## src/rtl/hack_boot_loader_pkg.sv

```systemverilog
// Shared definitions for the Hack boot loader: FSM encoding, frame constants, ROM geometry.
// Latency: n/a (types and constants only).
// Backpressure: n/a.
package hack_boot_loader_pkg;

    // ROM address width shared with the instruction ROM and the CPU program counter.
    localparam int ROM_ADDR_W = 15;
    localparam logic [7:0] HACK_BOOT_MAGIC = 8'hA5;
    localparam int HACK_BOOT_TIMEOUT = 1000000;

    typedef enum logic [2:0] {
        ST_WAIT_MAGIC = 3'd0,
        ST_LEN_HI     = 3'd1,
        ST_LEN_LO     = 3'd2,
        ST_DATA_HI    = 3'd3,
        ST_DATA_LO    = 3'd4,
        ST_CHECK      = 3'd5,
        ST_RUN        = 3'd6,
        ST_ERROR      = 3'd7
    } state_t;

    // True while a frame is in flight (header, payload or checksum pending).
    function automatic logic is_loading(input state_t s);
        return s inside {ST_LEN_HI, ST_LEN_LO, ST_DATA_HI, ST_DATA_LO, ST_CHECK};
    endfunction

endpackage

```

## src/rtl/hack_boot_loader_if.sv

```systemverilog
// Bundle of the loader's byte input, ROM write port and CPU control/status lines.
// Latency: n/a (wires only).
// Backpressure: none; rx_valid is a one-cycle strobe the loader must always accept.
// master = boot loader side, slave = environment (uart_rx, ROM, CPU, status).
interface hack_boot_loader_if #(
    parameter int ADDR_W = 15
);
    logic [7:0]        rx_data;
    logic              rx_valid;
    logic              rom_we;
    logic [ADDR_W-1:0] rom_addr;
    logic [15:0]       rom_wdata;
    logic              cpu_reset;
    logic              loading;
    logic              done;
    logic              error;

    modport master (
        input  rx_data, rx_valid,
        output rom_we, rom_addr, rom_wdata, cpu_reset, loading, done, error
    );

    modport slave (
        output rx_data, rx_valid,
        input  rom_we, rom_addr, rom_wdata, cpu_reset, loading, done, error
    );
endinterface

```

## src/rtl/hack_boot_loader_timeout_counter.sv

```systemverilog
// Idle-gap watchdog: counts enabled clocks without activity, flags when LIMIT is reached.
// Latency: expired is combinational on the clock whose edge would make the count reach LIMIT.
// Backpressure: none; clr (activity) always wins over expiry.
// Ports: clk, reset (async active-high), en (count allowed), clr (activity seen), expired.
module hack_timeout_counter #(
    parameter int LIMIT = 1000000
) (
    input  logic clk,
    input  logic reset,
    input  logic en,
    input  logic clr,
    output logic expired
);
    localparam int CNT_W = $clog2(LIMIT + 1);

    logic [CNT_W-1:0] count;

    // Flag one cycle early so the owner's state changes on the LIMIT-th idle edge.
    assign expired = en && !clr && (count == CNT_W'(LIMIT - 1));

    always_ff @(posedge clk or posedge reset) begin
        if (reset) begin
            count <= '0;
        end else if (!en || clr || expired) begin
            count <= '0;
        end else begin
            count <= count + CNT_W'(1);
        end
    end
endmodule

```

## src/rtl/hack_boot_loader.sv

```systemverilog
// Boot loader: parses a MAGIC/LEN/words/CSUM byte frame, writes words to ROM, releases the CPU.
// Latency: rom_we one cycle after each DATA_LO strobe; cpu_reset drops the cycle after CSUM.
// Backpressure: none; accepts one byte every cycle, idle gaps longer than TIMEOUT_CYC abort.
// Ports: clk, reset (async active-high), bus (master: rx in, ROM write port / cpu_reset / status out).
module hack_boot_loader
    import hack_boot_loader_pkg::*;
#(
    parameter int         ADDR_W      = ROM_ADDR_W,
    parameter logic [7:0] MAGIC       = HACK_BOOT_MAGIC,
    parameter int         TIMEOUT_CYC = HACK_BOOT_TIMEOUT
) (
    input  logic                clk,
    input  logic                reset,
    hack_boot_loader_if.master  bus
);
    state_t            state, state_nxt;
    logic [7:0]        csum;
    logic [7:0]        len_hi;
    logic [15:0]       len;
    logic [7:0]        hi_byte;
    // One extra bit so a full-depth image finishes without the index wrapping.
    logic [ADDR_W:0]   word_idx;

    logic              we_q;
    logic [ADDR_W-1:0] addr_q;
    logic [15:0]       wdata_q;

    logic              tmo_expired;
    logic [15:0]       len_full;
    logic              len_ok;
    logic              last_word;
    logic              is_magic;

    assign len_full  = {len_hi, bus.rx_data};
    assign len_ok    = (len_full != 16'd0) && (32'(len_full) <= (32'd1 << ADDR_W));
    assign last_word = (32'(word_idx) + 32'd1) == 32'(len);
    assign is_magic  = bus.rx_data == MAGIC;

    hack_timeout_counter #(
        .LIMIT (TIMEOUT_CYC)
    ) u_timeout (
        .clk     (clk),
        .reset   (reset),
        .en      (is_loading(state)),
        .clr     (bus.rx_valid),
        .expired (tmo_expired)
    );

    // State register.
    always_ff @(posedge clk or posedge reset) begin
        if (reset) begin
            state <= ST_WAIT_MAGIC;
        end else begin
            state <= state_nxt;
        end
    end

    // Next-state logic.
    always_comb begin
        state_nxt = state;
        if (tmo_expired) begin
            state_nxt = ST_ERROR;
        end else if (bus.rx_valid) begin
            case (state)
                ST_WAIT_MAGIC, ST_RUN, ST_ERROR: if (is_magic) state_nxt = ST_LEN_HI;
                ST_LEN_HI:  state_nxt = ST_LEN_LO;
                ST_LEN_LO:  state_nxt = len_ok ? ST_DATA_HI : ST_ERROR;
                ST_DATA_HI: state_nxt = ST_DATA_LO;
                ST_DATA_LO: state_nxt = last_word ? ST_CHECK : ST_DATA_HI;
                ST_CHECK:   state_nxt = (bus.rx_data == csum) ? ST_RUN : ST_ERROR;
                default:    state_nxt = ST_ERROR;
            endcase
        end
    end

    // Frame datapath: checksum, length and payload word assembly.
    always_ff @(posedge clk or posedge reset) begin
        if (reset) begin
            csum     <= '0;
            len_hi   <= '0;
            len      <= '0;
            hi_byte  <= '0;
            word_idx <= '0;
        end else if (bus.rx_valid) begin
            case (state)
                ST_WAIT_MAGIC, ST_RUN, ST_ERROR: begin
                    if (is_magic) begin
                        csum     <= '0;
                        word_idx <= '0;
                    end
                end
                ST_LEN_HI: begin
                    len_hi <= bus.rx_data;
                    csum   <= csum ^ bus.rx_data;
                end
                ST_LEN_LO: begin
                    len  <= len_full;
                    csum <= csum ^ bus.rx_data;
                end
                ST_DATA_HI: begin
                    hi_byte <= bus.rx_data;
                    csum    <= csum ^ bus.rx_data;
                end
                ST_DATA_LO: begin
                    csum     <= csum ^ bus.rx_data;
                    word_idx <= word_idx + 1'b1;
                end
                default: ;
            endcase
        end
    end

    // ROM write port: one registered pulse per completed word.
    always_ff @(posedge clk or posedge reset) begin
        if (reset) begin
            we_q    <= 1'b0;
            addr_q  <= '0;
            wdata_q <= '0;
        end else begin
            we_q <= 1'b0;
            if (bus.rx_valid && state == ST_DATA_LO) begin
                we_q    <= 1'b1;
                addr_q  <= word_idx[ADDR_W-1:0];
                wdata_q <= {hi_byte, bus.rx_data};
            end
        end
    end

    // Outputs: decoded from registered state only.
    always_comb begin
        bus.rom_we    = we_q;
        bus.rom_addr  = addr_q;
        bus.rom_wdata = wdata_q;
        bus.loading   = is_loading(state);
        bus.done      = state == ST_RUN;
        bus.error     = state == ST_ERROR;
        bus.cpu_reset = state != ST_RUN;
    end
endmodule
```

## src/flat_wrapper.sv

```systemverilog
// flat-port wrapper written by rule: the top's interface ports become plain ports
module hack_boot_loader_flat import hack_boot_loader_pkg::*;
#(
    parameter int         ADDR_W      = ROM_ADDR_W,
    parameter logic [7:0] MAGIC       = HACK_BOOT_MAGIC,
    parameter int         TIMEOUT_CYC = HACK_BOOT_TIMEOUT
)
  (clk, reset, bus_rx_data, bus_rx_valid, bus_rom_we, bus_rom_addr, bus_rom_wdata, bus_cpu_reset, bus_loading, bus_done, bus_error);
  hack_boot_loader_if #(.ADDR_W(ADDR_W)) bus_i ();
  input  logic clk;
  input  logic reset;
  input wire logic [$bits(bus_i.rx_data)-1:0] bus_rx_data;
  input wire logic [$bits(bus_i.rx_valid)-1:0] bus_rx_valid;
  output wire logic [$bits(bus_i.rom_we)-1:0] bus_rom_we;
  output wire logic [$bits(bus_i.rom_addr)-1:0] bus_rom_addr;
  output wire logic [$bits(bus_i.rom_wdata)-1:0] bus_rom_wdata;
  output wire logic [$bits(bus_i.cpu_reset)-1:0] bus_cpu_reset;
  output wire logic [$bits(bus_i.loading)-1:0] bus_loading;
  output wire logic [$bits(bus_i.done)-1:0] bus_done;
  output wire logic [$bits(bus_i.error)-1:0] bus_error;
  assign bus_i.rx_data = bus_rx_data;
  assign bus_i.rx_valid = bus_rx_valid;
  assign bus_rom_we = bus_i.rom_we;
  assign bus_rom_addr = bus_i.rom_addr;
  assign bus_rom_wdata = bus_i.rom_wdata;
  assign bus_cpu_reset = bus_i.cpu_reset;
  assign bus_loading = bus_i.loading;
  assign bus_done = bus_i.done;
  assign bus_error = bus_i.error;
  hack_boot_loader #(.ADDR_W(ADDR_W), .MAGIC(MAGIC), .TIMEOUT_CYC(TIMEOUT_CYC)) u_core (.clk(clk), .reset(reset), .bus(bus_i));
endmodule
```

## config.mk

```make
export PLATFORM = sky130hd
export DESIGN_NAME = hack_boot_loader_flat
export DESIGN_NICKNAME = d
export VERILOG_FILES = /design/src/rtl/hack_boot_loader_pkg.sv /design/src/rtl/hack_boot_loader_if.sv /design/src/rtl/hack_boot_loader_timeout_counter.sv /design/src/rtl/hack_boot_loader.sv /design/src/flat_wrapper.sv
export SDC_FILE = /design/constraint.sdc
export NUM_CORES = 1
export LEC_CHECK = 0
export CELL_PAD_IN_SITES_DETAIL_PLACEMENT = 0
export CELL_PAD_IN_SITES_GLOBAL_PLACEMENT = 1
export CORE_MARGIN = 2
export CORE_UTILIZATION = 45
export CTS_CLUSTER_DIAMETER = 150
export DETAILED_ROUTE_END_ITERATION = 6
export GPL_ROUTABILITY_DRIVEN = 0
export GPL_TIMING_DRIVEN = 0
export PLACE_DENSITY_LB_ADDON = 0.25
export RECOVER_POWER = 50
export SLEW_MARGIN = 20
export SYNTH_ARGS = -nofsm -noshare
export SYNTH_HDL_FRONTEND = slang
export SYNTH_HIERARCHICAL = 1
export SYNTH_SLANG_ARGS = --single-unit
```

## constraint.sdc

```tcl
create_clock -name clk -period 3.4 [get_ports clk]
set_input_delay 0.51 -clock clk [delete_from_list [all_inputs] [get_ports clk]]
set_output_delay 0.51 -clock clk [all_outputs]
set_load 0.02 [all_outputs]
```

==> results.txt <==
----------------------------------------------------
[Place]
  Number of buffers inserted by port buffering ... 39
  Inst Count DP ... approximately 740
  Placed instance area ... roughly 6100 µm²
  Post-DP HPWL ... 8.24 mm

[Power and ir drop]
  Design Power ... around 4.7 mW
  Leak ... ~2.8 nW
  Maximum resistive drop on vdd ... around 0.00043 V
  Power per unit of standard cell area ... between 700 and 800 nW/µm²

[STA]
  Max_slew headroom ... between 10% and 20%
  Number of slew-limit violations in the final report ... 0
  Slew at the pin closest to its max-slew limit ... 1.23 ns
  Post-route fraction of the period consumed by the critical path ... around 75%
  Setup repair after global routing missed its margin ... false
  Final setup vio count ... 0
  Final Hold Viols ... 0
  Post-route setup TNS ... 0 ns
  Final Critical Period ... roughly 2.5 ns
  Final clock skew ... a little over 0.01 ns
  Achievable frequency ... 395 MHz
  Worst Hold Margin ... 0.444 ns

[Yosys]
  Syn Std Cell Area ... roughly 5500 µm²
  Warnings from Yosys ... 6
  Number of distinct library cell variants in the gate-level netlist after synthesis ... between 50 and 60
  Largest cells by area after synthesis ... sky130_fd_sc_hd__dfrtp_1 50%, sky130_fd_sc_hd__nand2_1 8.0%, sky130_fd_sc_hd__mux2_2 6.5%
  Total of flip-flops plus latches after synthesis ... 111
  Area share of the largest cell type after synthesis ... between 50% and 60%
  Parity-gate share of the synthesized area counting xor and xnor cells ... approximately 8.0%
  Area leader, netlist ... sky130_fd_sc_hd__dfrtp_1
  Post-Syn Instances ... ~550
  Simple-gate share of the synthesized area ... ~22%
  Post-synthesis area per instance ... around 10 µm²
  Multiplexer area fraction after synthesis ... between 6 and 7%
  Count of flip-flops with a built-in enable after synthesis ... 0
  Fraction of the yosys area taken by sequential cells ... between 50 and 60%
  Share of synthesized registers carrying an async set or reset ... 100%
  Arithmetic-cell share of the synthesized area counting full adders, half adders and majority gates ... less than 1%
  Post-synthesis compound-gate area fraction ... between 8 and 9%
  Prevailing post-synth register cell ... sky130_fd_sc_hd__dfrtp_1
  Combinational family with the most area after synthesis ... simple AND/OR/NAND/NOR gates
  Net Count, Synth ... about 560

[Detailed routing]
  Via count ... just over 4,000
  Total length of routed wires ... 11.7 mm
  Violation count after the first detailed-route iteration ... 151
  Number of DRC violations after detailed routing ... 0
  Antenna-violating nets left ... 0
  Drt via density ... between 5 and 6
  WL per Instance ... 15.5 µm
  1st-pass router iterations ... 4

[Worst setup path]
  R2R Path End ... u_core/state[1]$_DFFE_PP0P_
  Reg2Reg Setup Slack ... 1.01 ns
  Startpoint Class ... input pin
  Worst path required time ... between 3 and 4 ns
  Count of cells along the worst register-to-register path ... 7
  Arr. time, crit path ... 2.78 ns
  Delay of the slowest cell on the worst path ... between 0.6 and 0.7 ns
  Critical path, cell by cell ... clkdlybuf4s50_1, and4_1, a2bb2oi_1, nand2b_1, o21bai_1, buf_2, o21ai_0, o31ai_1
  Crit Path Category ... in -> reg
  Maximum fanout along the worst path ... 10
  Element type at the critical path end ... flip-flop
  Critical-path cell with the highest stage delay ... sky130_fd_sc_hd__clkdlybuf4s50_1
  Startpoint of the worst register-to-register path ... u_core/word_idx[0]$_DFFE_PP0P_

[Final layout]
  Most frequent standard cell in the layout excluding fill and tap cells ... sky130_fd_sc_hd__nand2_1
  Fill cell count ... between 1,000 and 1,500
  Synthesis-to-finish area growth ... 16.7%
  Final standard cell count with taps included and fillers excluded ... between 700 and 800
  Number of antenna cells inserted ... 0
  Final Instance Area ... about 6400 µm²
  Share of post-route cells with drive strength above 1 ... 13.7%
  Net total in the final layout ... 615
  Commonest cells after routing, fill and taps aside ... 117 x sky130_fd_sc_hd__nand2_1, 111 x sky130_fd_sc_hd__dfrtp_1, 39 x sky130_fd_sc_hd__o21ai_0

[Min path]
  Startpoint of the most critical hold path ... bus_rx_data[0]
  Worst Hold Path Cells ... 3
  Worst hold path type ... in -> reg
  Destination of the worst hold path ... u_core/bus.rom_wdata[0]$_DFFE_PP0P_

[Global routing]
  Total congestion overflow ... 0
  First-pass GRT wire length ... between 15 and 20 mm
  Global routing's busiest layer ... met2
  Initial antenna violation count ... 0
  GRT Resource Usage Total ... between 10% and 20%
  Number of global-route vias before repair ... approximately 3,900
  Routing usage on met1 ... 26.8%
  Largest net degree at the start of global routing ... between 60 and 70
  Met3 usage ... 2.81%
  Global routing met2 resource utilization ... just over 30%

[Floorplan]
  Initial Utilization ... 46.0%
  Number of ports placed on the die boundary ... between 40 and 50
  Placeable core region ... 12,000 µm²
  Num rows ... 40
  Die boundary height ... ~110 µm
  Width of the die ... 115 µm
  Area enclosed by the die boundary ... ~13,000 µm²

[CTS]
  Number of buffers inserted to repair setup after CTS ... 0
  Source-to-sink clock delay at the later pin of the worst-skew pair ... ~0.35 ns
  Cts repair resizes ... 0
  Total CTS buffers ... 9
  CTS Hold Bufs ... 0
  H-tree depth ... 3
  Clock tree root driver cell ... sky130_fd_sc_hd__clkbuf_16
  Clk sinks ... roughly 110
  Clk buf depth ... 2
  TritonCTS clock tree ... done
  Clock transition time at the flip-flop clock pins of the worst setup and hold paths ... roughly 0.070 ns

[Run]
  MaxCap Viol Count ... 0

[Run status]
  Result of the run ... completed

----------------------------------------------------
==> per-layer routing <==
layer	part of all wire, %	up-vias
li1	-	1986
met1	47	2027
met2	48	55
met3	3.3	12
met4	1.4	0
met5	0	-
==> report_power, final <==
part / internal [mW] / switching, mW
sequential: 1.69 / 0.269
clock: 0.637 / 0.475
combinational: 0.770 / 0.828
total: 3.10 / 1.57
==> worst max path at each step <==
stage	startpoint	endpoint
2_1_floorplan	reset	u_core/bus.rom_addr[0]$_DFFE_PP0P_
3_3_place_gp	reset	u_core/csum[3]$_DFFE_PP0P_
3_5_place_dp	bus_rx_data[7]	u_core/word_idx[9]$_DFFE_PP0P_
4_1_cts	bus_rx_data[7]	u_core/word_idx[9]$_DFFE_PP0P_
5_1_grt	bus_rx_data[7]	u_core/word_idx[11]$_DFFE_PP0P_
6_report	bus_rx_data[7]	u_core/word_idx[14]$_DFFE_PP0P_
==> Yosys cell counts, drive strengths merged (11+ instances only) <==
cell / n
clkbuf: 19
nand3: 14
xor2: 12
inv: 15
nand2: 117
nand2b: 11
dfrtp: 111
nor4: 12
o21ai: 39
nand4: 11
mux2: 32
xnor2: 38
nor2: 37
==> layout make-up <==
| cell class | count | area (µm²) | area share, % |
|---|---|---|---|
| inverter | 15 | 57.6 | 0.895 |
| sequential | 111 | 2780 | 43.2 |
| clock inverter | 3 | 47.5 | 0.740 |
| buffer | 29 | 163 | 2.53 |
| tap | 147 | 184 | 2.86 |
| multi-input combinational | 396 | 2510 | 39.1 |
| timing repair buffer | 40 | 418 | 6.50 |
| clock buffer | 13 | 270 | 4.20 |
==> sequential cells by signal, summed over array words and instances, names as in the netlist <==
name	flops
u_core/bus.rom_addr	15
u_core/len	16
u_core/word_idx	16
u_core/u_timeout/count	20
u_core/len_hi	8
u_core/bus.rom_wdata	16
u_core/hi_byte	8
u_core/state	3
u_core/bus.rom_we	1
u_core/csum	8
==> worst max-delay path: cells and delay by family <==
| kind | cells | cell delay, ns |
|---|---|---|
| compound gates | 4 | 0.76 |
| simple gates | 2 | 0.54 |
| buf+inv | 2 | 0.97 |
==> per-stage QoR <==
| step | worst slack, ns | util [%] |
|---|---|---|
| 3_5_place_dp | 0.502 | 51.1 |
| 5_1_grt | 0.650 | 53.7 |
| 4_1_cts | 0.869 | 53.8 |
| 3_3_place_gp | -0.982 | 50.8 |
| 6_report | 0.867 | 53.7 |
| 2_1_floorplan | 0.526 | - |
==> kinds of logic (layout without fill, tap and decap cells) <==
| group | after synthesis | count (layout) |
|---|---|---|
| AND/OR/NAND/NOR | 237 | 237 |
| flip-flops | 111 | 111 |
| XOR/XNOR | 50 | 50 |
| adder cells (fa/ha/maj) | 2 | 2 |
| multiplexers | 32 | 32 |
| buffers and inverters | 44 | 100 |
| AO/OA/AOI/OAI | 75 | 75 |
Power figures use the tool's default switching activity.
